<file path="src/rtl/core_dbg_unit.sv">
// Core-side debug command responder: halt/resume, regfile read/write and IF-stage PC read/write.
// Commands are latched in IDLE, executed in EXEC (one cycle) or HALT_WAIT, and acknowledged
// with a registered done level that is held until the master withdraws the command.
module core_dbg_unit #(
  parameter bit          HALT_ON_RESET = 1'b0,
  parameter logic [31:0] ERR_VAL       = 32'hDEAD_BEEF
) (
  input  logic        clk,
  input  logic        rst_i,
  input  logic [7:0]  dbg_cmd_i,
  input  logic [31:0] dbg_addr_i,
  input  logic [31:0] dbg_data_i,
  output logic [31:0] dbg_data_o,
  output logic        dbg_done_o,
  output logic        halt_o,
  input  logic        core_halted_i,
  output logic [4:0]  rf_raddr_o,
  input  logic [31:0] rf_rdata_i,
  output logic [4:0]  rf_waddr_o,
  output logic [31:0] rf_wdata_o,
  output logic        rf_we_o,
  input  logic [31:0] pc_i,
  output logic [31:0] pc_o,
  output logic        pc_we_o,
  output logic        flush_o
);

  localparam logic [7:0] CmdNone   = 8'h00;
  localparam logic [7:0] CmdHalt   = 8'h01;
  localparam logic [7:0] CmdResume = 8'h02;
  localparam logic [7:0] CmdRdReg  = 8'h03;
  localparam logic [7:0] CmdWrReg  = 8'h04;
  localparam logic [7:0] CmdRdPc   = 8'h05;
  localparam logic [7:0] CmdWrPc   = 8'h06;

  typedef enum logic [1:0] {
    StIdle,
    StExec,
    StHaltWait,
    StDone
  } state_e;

  state_e      state_q, state_d;
  logic [7:0]  cmd_q, cmd_d;
  logic [4:0]  addr_q, addr_d;
  logic [31:0] wdata_q, wdata_d;
  logic [31:0] rdata_q, rdata_d;
  logic        halted_q, halted_d;
  logic        done_q, done_d;
  logic        rf_we, pc_we;
  logic        access_cmd;

  // Upper address bits carry no meaning for a register index.
  logic unused_addr;
  assign unused_addr = ^dbg_addr_i[31:5];

  // Commands that touch the regfile or PC; these need the core to be halted.
  assign access_cmd = (cmd_q >= CmdRdReg) && (cmd_q <= CmdWrPc);

  // Next-state, latch capture, execution and strobe generation.
  always_comb begin
    state_d  = state_q;
    cmd_d    = cmd_q;
    addr_d   = addr_q;
    wdata_d  = wdata_q;
    rdata_d  = rdata_q;
    halted_d = halted_q;
    rf_we    = 1'b0;
    pc_we    = 1'b0;

    case (state_q)
      StIdle: begin
        if (dbg_cmd_i != CmdNone) begin
          cmd_d   = dbg_cmd_i;
          addr_d  = dbg_addr_i[4:0];
          wdata_d = dbg_data_i;
          if (dbg_cmd_i == CmdHalt) begin
            // Flag moves on the capture edge so halt_o changes in the first command cycle.
            halted_d = 1'b1;
            state_d  = StHaltWait;
          end else begin
            if (dbg_cmd_i == CmdResume) begin
              halted_d = 1'b0;
            end
            state_d = StExec;
          end
        end
      end

      StHaltWait: begin
        if (core_halted_i) begin
          state_d = StDone;
        end
      end

      StExec: begin
        state_d = StDone;
        if (access_cmd) begin
          if (!halted_q) begin
            rdata_d = ERR_VAL;
          end else begin
            case (cmd_q)
              CmdRdReg: rdata_d = rf_rdata_i;
              CmdWrReg: rf_we   = (addr_q != 5'd0);
              CmdRdPc:  rdata_d = pc_i;
              CmdWrPc:  pc_we   = 1'b1;
              default:  ;
            endcase
          end
        end
      end

      StDone: begin
        if (dbg_cmd_i == CmdNone) begin
          state_d = StIdle;
        end
      end

      default: state_d = StIdle;
    endcase

    // Registered done: a function of state only, so no combinational cmd->done path.
    done_d = (state_d == StDone);
  end

  // State and datapath registers with synchronous reset.
  always_ff @(posedge clk) begin
    if (rst_i) begin
      state_q  <= StIdle;
      cmd_q    <= CmdNone;
      addr_q   <= 5'd0;
      wdata_q  <= 32'd0;
      rdata_q  <= 32'd0;
      halted_q <= HALT_ON_RESET;
      done_q   <= 1'b0;
    end else begin
      state_q  <= state_d;
      cmd_q    <= cmd_d;
      addr_q   <= addr_d;
      wdata_q  <= wdata_d;
      rdata_q  <= rdata_d;
      halted_q <= halted_d;
      done_q   <= done_d;
    end
  end

  // Output mapping; reset in the EXEC cycle suppresses the write pulses.
  always_comb begin
    rf_we_o    = rf_we & ~rst_i;
    pc_we_o    = pc_we & ~rst_i;
    flush_o    = pc_we & ~rst_i;
    halt_o     = halted_q;
    dbg_done_o = done_q;
    dbg_data_o = rdata_q;
    rf_raddr_o = addr_q;
    rf_waddr_o = addr_q;
    rf_wdata_o = wdata_q;
    pc_o       = wdata_q;
  end

endmodule

</file>
<file path="config.mk">
export PLATFORM = sky130hd
export DESIGN_NAME = core_dbg_unit
export DESIGN_NICKNAME = d
export VERILOG_FILES = /design/src/rtl/core_dbg_unit.sv
export SDC_FILE = /design/constraint.sdc
export NUM_CORES = 1
export LEC_CHECK = 0
export ABC_AREA = 1
export ABC_CLOCK_PERIOD_IN_PS = 2950
export BUFFER_PORTS_ARGS = -buffer_cell sky130_fd_sc_hd__buf_2
export CORE_AREA = 2 2 96 98
export DETAILED_ROUTE_END_ITERATION = 10
export DIE_AREA = 0 0 98 100
export PLACE_DENSITY = 0.94
export SYNTH_ARGS = -nofsm -noshare
export SYNTH_HDL_FRONTEND = slang
export SYNTH_SLANG_ARGS = --single-unit
</file>
<file path="constraint.sdc">
create_clock -name clk -period 2.95 [get_ports clk]
set_input_delay 0.295 -clock clk [delete_from_list [all_inputs] [get_ports clk]]
set_output_delay 0.295 -clock clk [all_outputs]
set_load 0.05 [all_outputs]
</file>
==> flow_metrics.py, run 1 <==
metrics = {
    "grt": {
        "antenna_found_initial": 0,
        "grt_usage_pct": 21.54,
        "gr-total-overflow": 0,
        "grt_pass1_wl_um": 17280,
        "grt_max_degree": 76,
        "first_global_vias": 3711,
    },
    "synthesis": {
        "synth_edf_count": 0,
        "synthesis.nets": 750,
        "synth-simple-area-share_pct": 36.07,
        "postSynthRegisterBits": 81,
        "synthFlopType": "dfxtp_1",
        "synthArstFlopShare_pct": 0,
        "syn_area_um2": 3971,
        "synth_compound_area_share_pct": 7.498,
        "synth_area_leader_cell": "dfxtp_1",
        "synth_top_area_share_pct": 40.83,
        "synthMuxAreaShare_pct": 0,
        "synthXorXnorAreaFrac_pct": 0,
        "avgSynthCellArea_um2": 6.500,
        "synthAdderAreaFrac_pct": 0,
        "synth.area.top_cells": "dfxtp_1 41%, nor2_1 15%, nand2_1 11%, nand3_1 7.7%, buf_4 7.2%",
        "synth_seq_area_share_pct": 40.83,
        "synthTopCellsByCount": "163 x nor2_1, 114 x nand2_1, 81 x dfxtp_1",
        "yosysWarnings": 0,
        "synth_top_family_by_area": "simple AND/OR/NAND/NOR gates",
        "ys_types": 22,
        "synthCells": 611,
        "synth_most_common_cell": "nor2_1",
    },
    "timing": {
        "hold_viol_final": 0,
        "tightest_slew_ns": 1.005,
        "relSlewSlack_pct": 32.87,
        "rsz0062_at_grt": "false",
        "finalSetupViolCount": 0,
        "clock_skew_ns": 0.01521,
        "fin_setup_tns_ns": 0,
        "final.min_clock_period_ns": 2.416,
        "min_period_over_period_pct": 81.90,
        "drv_slew": 0,
        "fmax_mhz": 413.9,
    },
    "power": {
        "p_per_area_nw_per_um2": 675.8,
        "leakage_nw": 2.785,
        "vdd_drop_max_uv": 358.6,
    },
    "worst_hold_path": {
        "min_path_type": "in2reg",
    },
    "finish": {
        "fin_nets": 915,
        "diodes": 0,
        "syn2layout_area_growth_pct": 27.32,
        "utilization_pct": 56.88,
        "drive_gt1_share_pct": 32.52,
    },
    "die": {
        "die_w_um": 98,
        "die_area_um2": 9800,
        "core_area_um2": 8890,
        "rows": 35,
        "die_h_um": 100,
        "initial_core_util_pct": 44.67,
        "ios": 250,
    },
    "routing": {
        "drc_errors": 0,
        "drtIter0Drc": 153,
        "num_vias": 4235,
        "drt-vias-per-instance": 4.748,
        "drt_first_pass_iters": 6,
        "wl_per_cell_um": 11.98,
        "wl_um": 10680,
        "antenna_left": 0,
    },
    "cts": {
        "cts_buffers": 9,
        "clock_latency_ns": 0.35,
        "htreeDepth": 3,
        "cts.path.max_buffers": 2,
        "post_cts_buffers": 0,
        "cts_root_buf": "clkbuf_8",
        "clock-sinks": 81,
        "cts_resized": 0,
        "cts_tree": "built",
        "hold_buffers": 0,
        "clk_pin_slew_ns": 0.10,
    },
    "job": {
        "cap_viol_max_count": 0,
    },
    "placed_design": {
        "finalWeightedCongestion": 0.8322,
        "dp_hpwl_um": 7659,
        "io_buffers": 222,
    },
    "outcome": {
        "outcome": "finished clean",
    },
    "worst_setup_path": {
        "cpPeakStageDelay_ns": 0.79,
        "critPathMostFrequentCell": "nor2_1",
        "cp_top_family": "simple AND/OR/NAND/NOR gates",
        "worst-setup-path-type": "reg2reg",
        "cpMaxStageDelayCell": "nor2_4",
        "arrival_ns": 2.65,
        "cp_cell_sequence": "nor2_1, inv_1, nor2_4, inv_2, nor2_1, nor2_1",
        "path_max_fanout": 47,
        "crit_path_end_kind": "register",
        "critPathRequiredTime_ns": 3.19,
        "path_buf_inv": 2,
        "critPathLaunchType": "register",
    },
}
-- state kept, by name, indices dropped and copies added, names as in the netlist --
register / count
pc_o: 32
dbg_data_o: 32
dbg_done_o: 1
rf_raddr_o: 5
state_q: 2
cmd_q: 8
halt_o: 1
-- path summary, 6_finish.rpt --
path                       from  slack, ns       end  cells after the start
hold reg to reg        cmd_q[0]       0.50  cmd_q[0]                      2
setup / recovery     state_q[1]       0.53   pc_o[6]                      6
hold / removal    dbg_data_i[9]       0.16   pc_o[9]                      3
setup reg to reg     state_q[1]       0.53   pc_o[6]                      6
-- kinds of logic (layout without fill, tap and decap cells) --
logic type / Yosys count / after routing
AOI/OAI and AO/OA: 59 / 59
buffers and inverters: 122 / 292
DFF: 81 / 81
and+or+nand+nor: 349 / 349
-- power by group --
part,internal (W),switching [W],total (W)
registers,0.00121,0.0000796,0.00129
clock network,0.000484,0.000437,0.000921
logic,0.000275,0.000930,0.00120
total,0.00197,0.00145,0.00342
-- worst min-delay path, cell delays in order --
cell and delay (ns):
buf_2 0.07, nor2_1 0.03, nor2_1 0.08
-- layer usage --
layer	vias up	part of all wire, %	GRT usage (%)
met5	-	0	0
met4	0	1.1	5.235
met3	11	9.0	6.964
met2	194	47	37.46
met1	1844	42	25.97
li1	2186	-	-
-- final cells by class --
type / count / area, um^2
repair buffers: 227 / 1149
clock buffers: 9 / 123.9
clock inverters: 7 / 101.3
well taps: 111 / 138.9
flip-flops and latches: 81 / 1622
fillers: 848 / 3834
inverters: 49 / 183.9
multi-input cells: 408 / 1738
-- stage by stage --
stage               hold slack, ns  worst slack, ns  cell area, um^2  instances  total power (W)
floorplan                   0.3641          0.02020             3971        611         0.002301
global placement            0.4887           0.5846             4831        876         0.002505
detailed placement          0.4929           0.5598             4831        876         0.002520
CTS                         0.1459           0.5568             5056        892         0.003447
global route                0.1340           0.2098             5056        892         0.003605
finish                      0.1584           0.5338             5056        892         0.003417
-- cells in the final DEF (no fill, tap or decap) --
master and n:
nand3_1 61, nor2_2 1, nor2_4 2, nor4_1 2, o21ai_1 30, nor3_1 2, a21oi_1 14, clkinvlp_4 2
inv_6 2, clkinv_4 1, inv_1 44, buf_4 5, nor2_1 162, a211oi_1 1, nand3_4 1, nor3b_1 1
bufinv_16 2, buf_2 222, o21ai_0 14, nand3_2 1, nand2_1 114, nand4_1 1, clkbuf_8 9, inv_2 5
nand2_2 1, dfxtp_1 81
No activity file was read; power rests on OpenSTA's default activity.
==> inputs of run 2 (changes only) <==
==> config.mk (replaced) <==
export PLATFORM = sky130hd
export DESIGN_NAME = core_dbg_unit
export DESIGN_NICKNAME = d
export VERILOG_FILES = /design/src/rtl/core_dbg_unit.sv
export SDC_FILE = /design/constraint.sdc
export NUM_CORES = 1
export LEC_CHECK = 0
export ABC_AREA = 1
export ABC_CLOCK_PERIOD_IN_PS = 2300
export BUFFER_PORTS_ARGS = -buffer_cell sky130_fd_sc_hd__buf_2
export CORE_MARGIN = 1.5
export CORE_UTILIZATION = 43
export DETAILED_ROUTE_END_ITERATION = 10
export PLACE_DENSITY = 0.9
export SYNTH_ARGS = -nofsm -noshare
export SYNTH_HDL_FRONTEND = slang
export SYNTH_SLANG_ARGS = --single-unit
==> constraint.sdc (replaced) <==
create_clock -name clk -period 2.3 [get_ports clk]
set_input_delay 0.23 -clock clk [delete_from_list [all_inputs] [get_ports clk]]
set_output_delay 0.23 -clock clk [all_outputs]
set_load 0.05 [all_outputs]
==> run 2 against run 1 <==
Effect of this change:
- final cell count is 0.11% lower
- sequential cell count stayed put
- non-clock buffer count is 3 higher
- critical endpoint is now rf_we_o
- largest power group unchanged
- highest routed layer unchanged
==> flow_metrics.py, run 2 (synthesis results as in run 1) <==
metrics = {
    "cts": {
        "hold_buffers": 0,
        "cts_resized": 0,
        "cts_buffers": 9,
        "post_cts_buffers": 0,
        "clk_pin_slew_ns": 0.08,
        "htreeDepth": 3,
        "cts_tree": "built",
        "clock-sinks": 81,
        "cts.path.max_buffers": 2,
        "cts_root_buf": "clkbuf_8",
        "clock_latency_ns": 0.34,
    },
    "die": {
        "ios": 250,
        "rows": 34,
        "core_area_um2": 8848,
        "initial_core_util_pct": 44.88,
        "die_w_um": 99.10,
        "die_area_um2": 9821,
        "die_h_um": 99.10,
    },
    "worst_setup_path": {
        "arrival_ns": 1.82,
        "cpMaxStageDelayCell": "dfxtp_1",
        "path_buf_inv": 2,
        "path_max_fanout": 4,
        "crit_path_end_kind": "primary output",
        "cp_top_family": "simple AND/OR/NAND/NOR gates",
        "critPathLaunchType": "register",
        "worst-setup-path-type": "reg2out",
        "critPathRequiredTime_ns": 2.07,
        "cpPeakStageDelay_ns": 0.36,
        "cp_cell_sequence": "inv_1, nor2_1, nand3_1, nor4_2, buf_2",
    },
    "placed_design": {
        "finalWeightedCongestion": 0.7950,
        "place_inst": 876,
        "dp_hpwl_um": 7417,
        "io_buffers": 222,
    },
    "grt": {
        "grt_usage_pct": 20.90,
        "grt_pass1_wl_um": 16800,
        "grtUsageMet3_pct": 6.254,
        "met2_usage_pct": 38.36,
        "grt_max_degree": 76,
        "first_global_vias": 3825,
        "antenna_found_initial": 0,
        "met1_usage_pct": 23.15,
        "gr-total-overflow": 0,
        "grt-busiest-layer": "met2",
    },
    "timing": {
        "drv_slew": 0,
        "relSlewSlack_pct": 52.57,
        "tightest_slew_ns": 0.7115,
        "rsz0062_at_grt": "false",
        "finalSetupViolCount": 0,
        "clock_skew_ns": 0.008613,
        "min_period_over_period_pct": 89.29,
        "final.min_clock_period_ns": 2.054,
        "fmax_mhz": 486.9,
        "hold_viol_final": 0,
    },
    "finish": {
        "fin_nets": 918,
        "syn2layout_area_growth_pct": 28.39,
        "diodes": 0,
        "drive_gt1_share_pct": 32.95,
        "final_cells": 891,
        "final_common_cell": "buf_2",
        "final_cell_mix": "222 x buf_2, 161 x nor2_1, 114 x nand2_1, 81 x dfxtp_1, 61 x nand3_1",
    },
    "job": {
        "cap_viol_max_count": 0,
    },
    "routing": {
        "wl_um": 10470,
        "antenna_left": 0,
        "drt_first_pass_iters": 4,
        "drc_errors": 0,
        "drtIter0Drc": 161,
        "drt-vias-per-instance": 4.722,
        "wl_per_cell_um": 11.75,
        "num_vias": 4207,
    },
    "power": {
        "p_total_w": 0.004375,
        "p_per_area_nw_per_um2": 858.0,
        "vdd_drop_max_uv": 628.9,
        "leakage_nw": 2.809,
    },
    "worst_hold_path": {
        "min_path_type": "in2reg",
    },
    "outcome": {
        "outcome": "finished clean",
    },
}
==> run 2: report_power, final <==
part	switching (W)	internal [W]
sequential	0.000101	0.00155
clock	0.000498	0.000667
combinational	0.00119	0.000365
==> run 2: cell type report <==
| cell class | instances | area (um^2) |
|---|---|---|
| clock buffer | 11 | 151.4 |
| clock inverter | 4 | 76.32 |
| fill | 894 | 3750 |
| inverter | 49 | 183.9 |
| multi-input combinational | 408 | 1747 |
| sequential | 81 | 1622 |
| tap | 108 | 135.1 |
| timing repair buffer | 230 | 1184 |
==> run 2: path summary, 6_finish.rpt <==
path,startpoint,endpoint,slack [ns],cells after the start
setup / recovery,state_q[0],rf_we_o,0.25,5
hold / removal,dbg_data_i[5],pc_o[5],0.11,3
setup reg to reg,cmd_q[3],dbg_data_o[14],0.58,10
hold reg to reg,dbg_data_o[21],dbg_data_o[21],0.51,4
==> run 2: per-layer routing <==
| layer | vias to the layer above | share of wire, % |
|---|---|---|
| li1 | 2187 | - |
| met1 | 1861 | 42 |
| met2 | 140 | 49 |
| met3 | 19 | 6.7 |
| met4 | 0 | 2.0 |
| met5 | - | 0 |
==> run 2: per-stage QoR <==
step,hold WS [ns],TNS (ns),setup slack [ns],utilization (%),area [um^2]
global placement,0.4513,0,0.6445,55.05,4871
CTS,0.08833,0,0.2003,57.62,5099
global route,0.09056,0,0.04019,57.62,5099
finish,0.1052,0,0.2463,57.62,5099
floorplan,0.2991,-0.02945,-0.02945,-,3980
detailed placement,0.4565,0,0.5896,55.05,4871
==> run 2: worst register-to-register path, stage by stage, from the launching register on <==
cell	delay, ns
dfxtp_1	0.38
inv_2	0.07
nand2_1	0.09
nor2_1	0.05
nand2_1	0.09
nand2_1	0.10
nand3_4	0.08
buf_4	0.47
nand2_1	0.14
nand2_1	0.09
nor2_1	0.04
==> inputs of run 3 (changes only) <==
==> constraint.sdc (replaced) <==
create_clock -name clk -period 2.3 [get_ports clk]
set_input_delay 0.23 -clock clk [delete_from_list [all_inputs] [get_ports clk]]
set_output_delay 0.23 -clock clk [all_outputs]
set_load 0.01 [all_outputs]
==> run 3 against run 2 <==
Effect of this change:
- clock skew up 0.0023 ns
- first-iteration DRC count up 19%
- register-to-register slack better by 0.05 ns
- design area down 0.59%
- non-clock buffer count unchanged
- critical path depth up 1
- largest cell class unchanged
- maximum frequency up 3.9%
- worst setup slack better by 0.077 ns
- wire length up 0.71%
==> flow_metrics.py, run 3 (synthesis results as in run 1) <==
metrics = {
    "worst_setup_path": {
        "cp_cell_sequence": "inv_1, nor2_1, buf_4, nand3_1, nor4_1, buf_2",
        "startpoint": "state_q[0]",
        "crit_path_end_kind": "primary output",
        "r2r-start": "cmd_q[6]",
        "r2r_cells": 10,
        "critPathRequiredTime_ns": 2.07,
        "cpPeakStageDelay_ns": 0.44,
        "worstReg2RegEnd": "dbg_data_o[24]",
        "critPathLaunchType": "register",
        "path_max_fanout": 4,
        "worst-setup-path-type": "reg2out",
        "r2r_slack_ns": 0.63,
        "cp_top_family": "simple AND/OR/NAND/NOR gates",
        "cpMaxStageDelayCell": "nor4_1",
        "path_buf_inv": 3,
        "arrival_ns": 1.75,
    },
    "die": {
        "die_h_um": 99.10,
        "die_area_um2": 9821,
        "initial_core_util_pct": 44.88,
        "die_w_um": 99.10,
        "core_area_um2": 8848,
        "ios": 250,
        "rows": 34,
    },
    "routing": {
        "drtIter0Drc": 191,
        "wl_um": 10540,
        "antenna_left": 0,
        "drc_errors": 0,
        "drt-vias-per-instance": 4.683,
        "wl_per_cell_um": 11.82,
        "num_vias": 4177,
        "drt_first_pass_iters": 4,
    },
    "power": {
        "p_sw_share_pct": 32.15,
        "p_per_area_nw_per_um2": 720.4,
        "internal_power_w": 0.002477,
        "clkPwrFrac_pct": 29.9,
        "vdd_drop_max_uv": 392.4,
        "power_frac_comb_pct": 24.7,
        "leakage_nw": 2.804,
        "p_seq_share_pct": 45.4,
        "p_switching_w": 0.001174,
        "p_total_w": 0.003651,
    },
    "cts": {
        "post_cts_buffers": 0,
        "clock_latency_ns": 0.35,
        "htreeDepth": 3,
        "clk_pin_slew_ns": 0.09,
        "cts_tree": "built",
        "cts_buffers": 9,
        "cts.path.max_buffers": 2,
        "hold_buffers": 0,
        "cts_root_buf": "clkbuf_8",
        "cts_resized": 0,
        "clock-sinks": 81,
    },
    "timing": {
        "finalSetupViolCount": 0,
        "hold_viol_final": 0,
        "final.min_clock_period_ns": 1.977,
        "fmax_mhz": 505.8,
        "fin_setup_tns_ns": 0,
        "tightest_slew_ns": 0.7429,
        "drv_slew": 0,
        "clock_skew_ns": 0.01089,
        "relSlewSlack_pct": 50.40,
        "min_period_over_period_pct": 85.96,
        "rsz0062_at_grt": "false",
        "finalWorstSetupSlack_ns": 0.3229,
    },
    "grt": {
        "grt_usage_pct": 20.95,
        "antenna_found_initial": 0,
        "grt_pass1_wl_um": 16790,
        "gr-total-overflow": 0,
        "grt_max_degree": 76,
        "first_global_vias": 3705,
    },
    "finish": {
        "fin_nets": 918,
        "drive_gt1_share_pct": 32.78,
        "fillers": 885,
        "utilization_pct": 57.28,
        "syn2layout_area_growth_pct": 27.63,
        "diodes": 0,
        "final_cell_mix": "222 x buf_2, 162 x nor2_1, 114 x nand2_1, 81 x dfxtp_1, 61 x nand3_1",
        "final_common_cell": "buf_2",
    },
    "placed_design": {
        "pre_cts_slack_ns": 0.6193,
        "finalWeightedCongestion": 0.8149,
        "io_buffers": 222,
        "dp_hpwl_um": 7383,
    },
    "worst_hold_path": {
        "min_path_type": "in2reg",
        "min-delay-start": "dbg_data_i[19]",
        "min_to": "pc_o[19]",
        "worstHoldPathCells": 3,
    },
    "outcome": {
        "outcome": "finished clean",
    },
    "job": {
        "cap_viol_max_count": 0,
    },
}
-- run 3: area by class of cell --
type	count	area, um^2	area share, %
multi-input combinational	408	1733	34.19
timing repair buffer	230	1184	23.35
clock buffer	11	151.4	2.987
clock inverter	5	60.06	1.185
sequential	81	1622	31.99
inverter	49	183.9	3.629
tap	108	135.1	2.666
-- run 3: per-layer routing --
layer	part of all wire, %	vias to the layer above	track usage, %	wire length, um
met5	0	-	0	0
met4	2.0	0	7.909	214
met3	5.9	18	4.708	620
met2	49	135	36.55	5138
met1	43	1833	25.24	4566
li1	-	2191	-	-
-- run 3: worst max-delay path by stage --
stage                     slack, ns  endpoint  cells past startpoint
after CTS                      0.30   rf_we_o                      6
final                          0.32   rf_we_o                      6
after global routing           0.19   rf_we_o                      6
after global placement         0.64  cmd_q[0]                      8
after floorplan                0.71   rf_we_o                      6
after detailed placement       0.62  cmd_q[0]                      8
-- run 3: stage by stage --
| step | hold WS, ns | cells | area (um^2) |
|---|---|---|---|
| CTS | 0.08708 | 892 | 5069 |
| floorplan | 0.2991 | 611 | 3971 |
| detailed placement | 0.4574 | 876 | 4857 |
| global placement | 0.4508 | 876 | 4857 |
| finish | 0.09582 | 892 | 5069 |
| global route | 0.08294 | 892 | 5069 |
-- run 3: power by group through the flow --
stage / logic, W / clock network (W) / registers, W
floorplan: 0.000568 / 0 / 0.00174
CTS: 0.000905 / 0.00112 / 0.00166
finish: 0.000903 / 0.00109 / 0.00166
detailed placement: 0.000901 / 0 / 0.00169
global placement: 0.000883 / 0 / 0.00168
global route: 0.00101 / 0.00119 / 0.00168
-- run 3: worst register-to-register path, delay by kind of cell, from the launching register on --
| family | cells | cell delay (ns) |
|---|---|---|
| buffers and inverters | 2 | 0.31 |
| DFF | 1 | 0.33 |
| and+or+nand+nor | 8 | 0.95 |
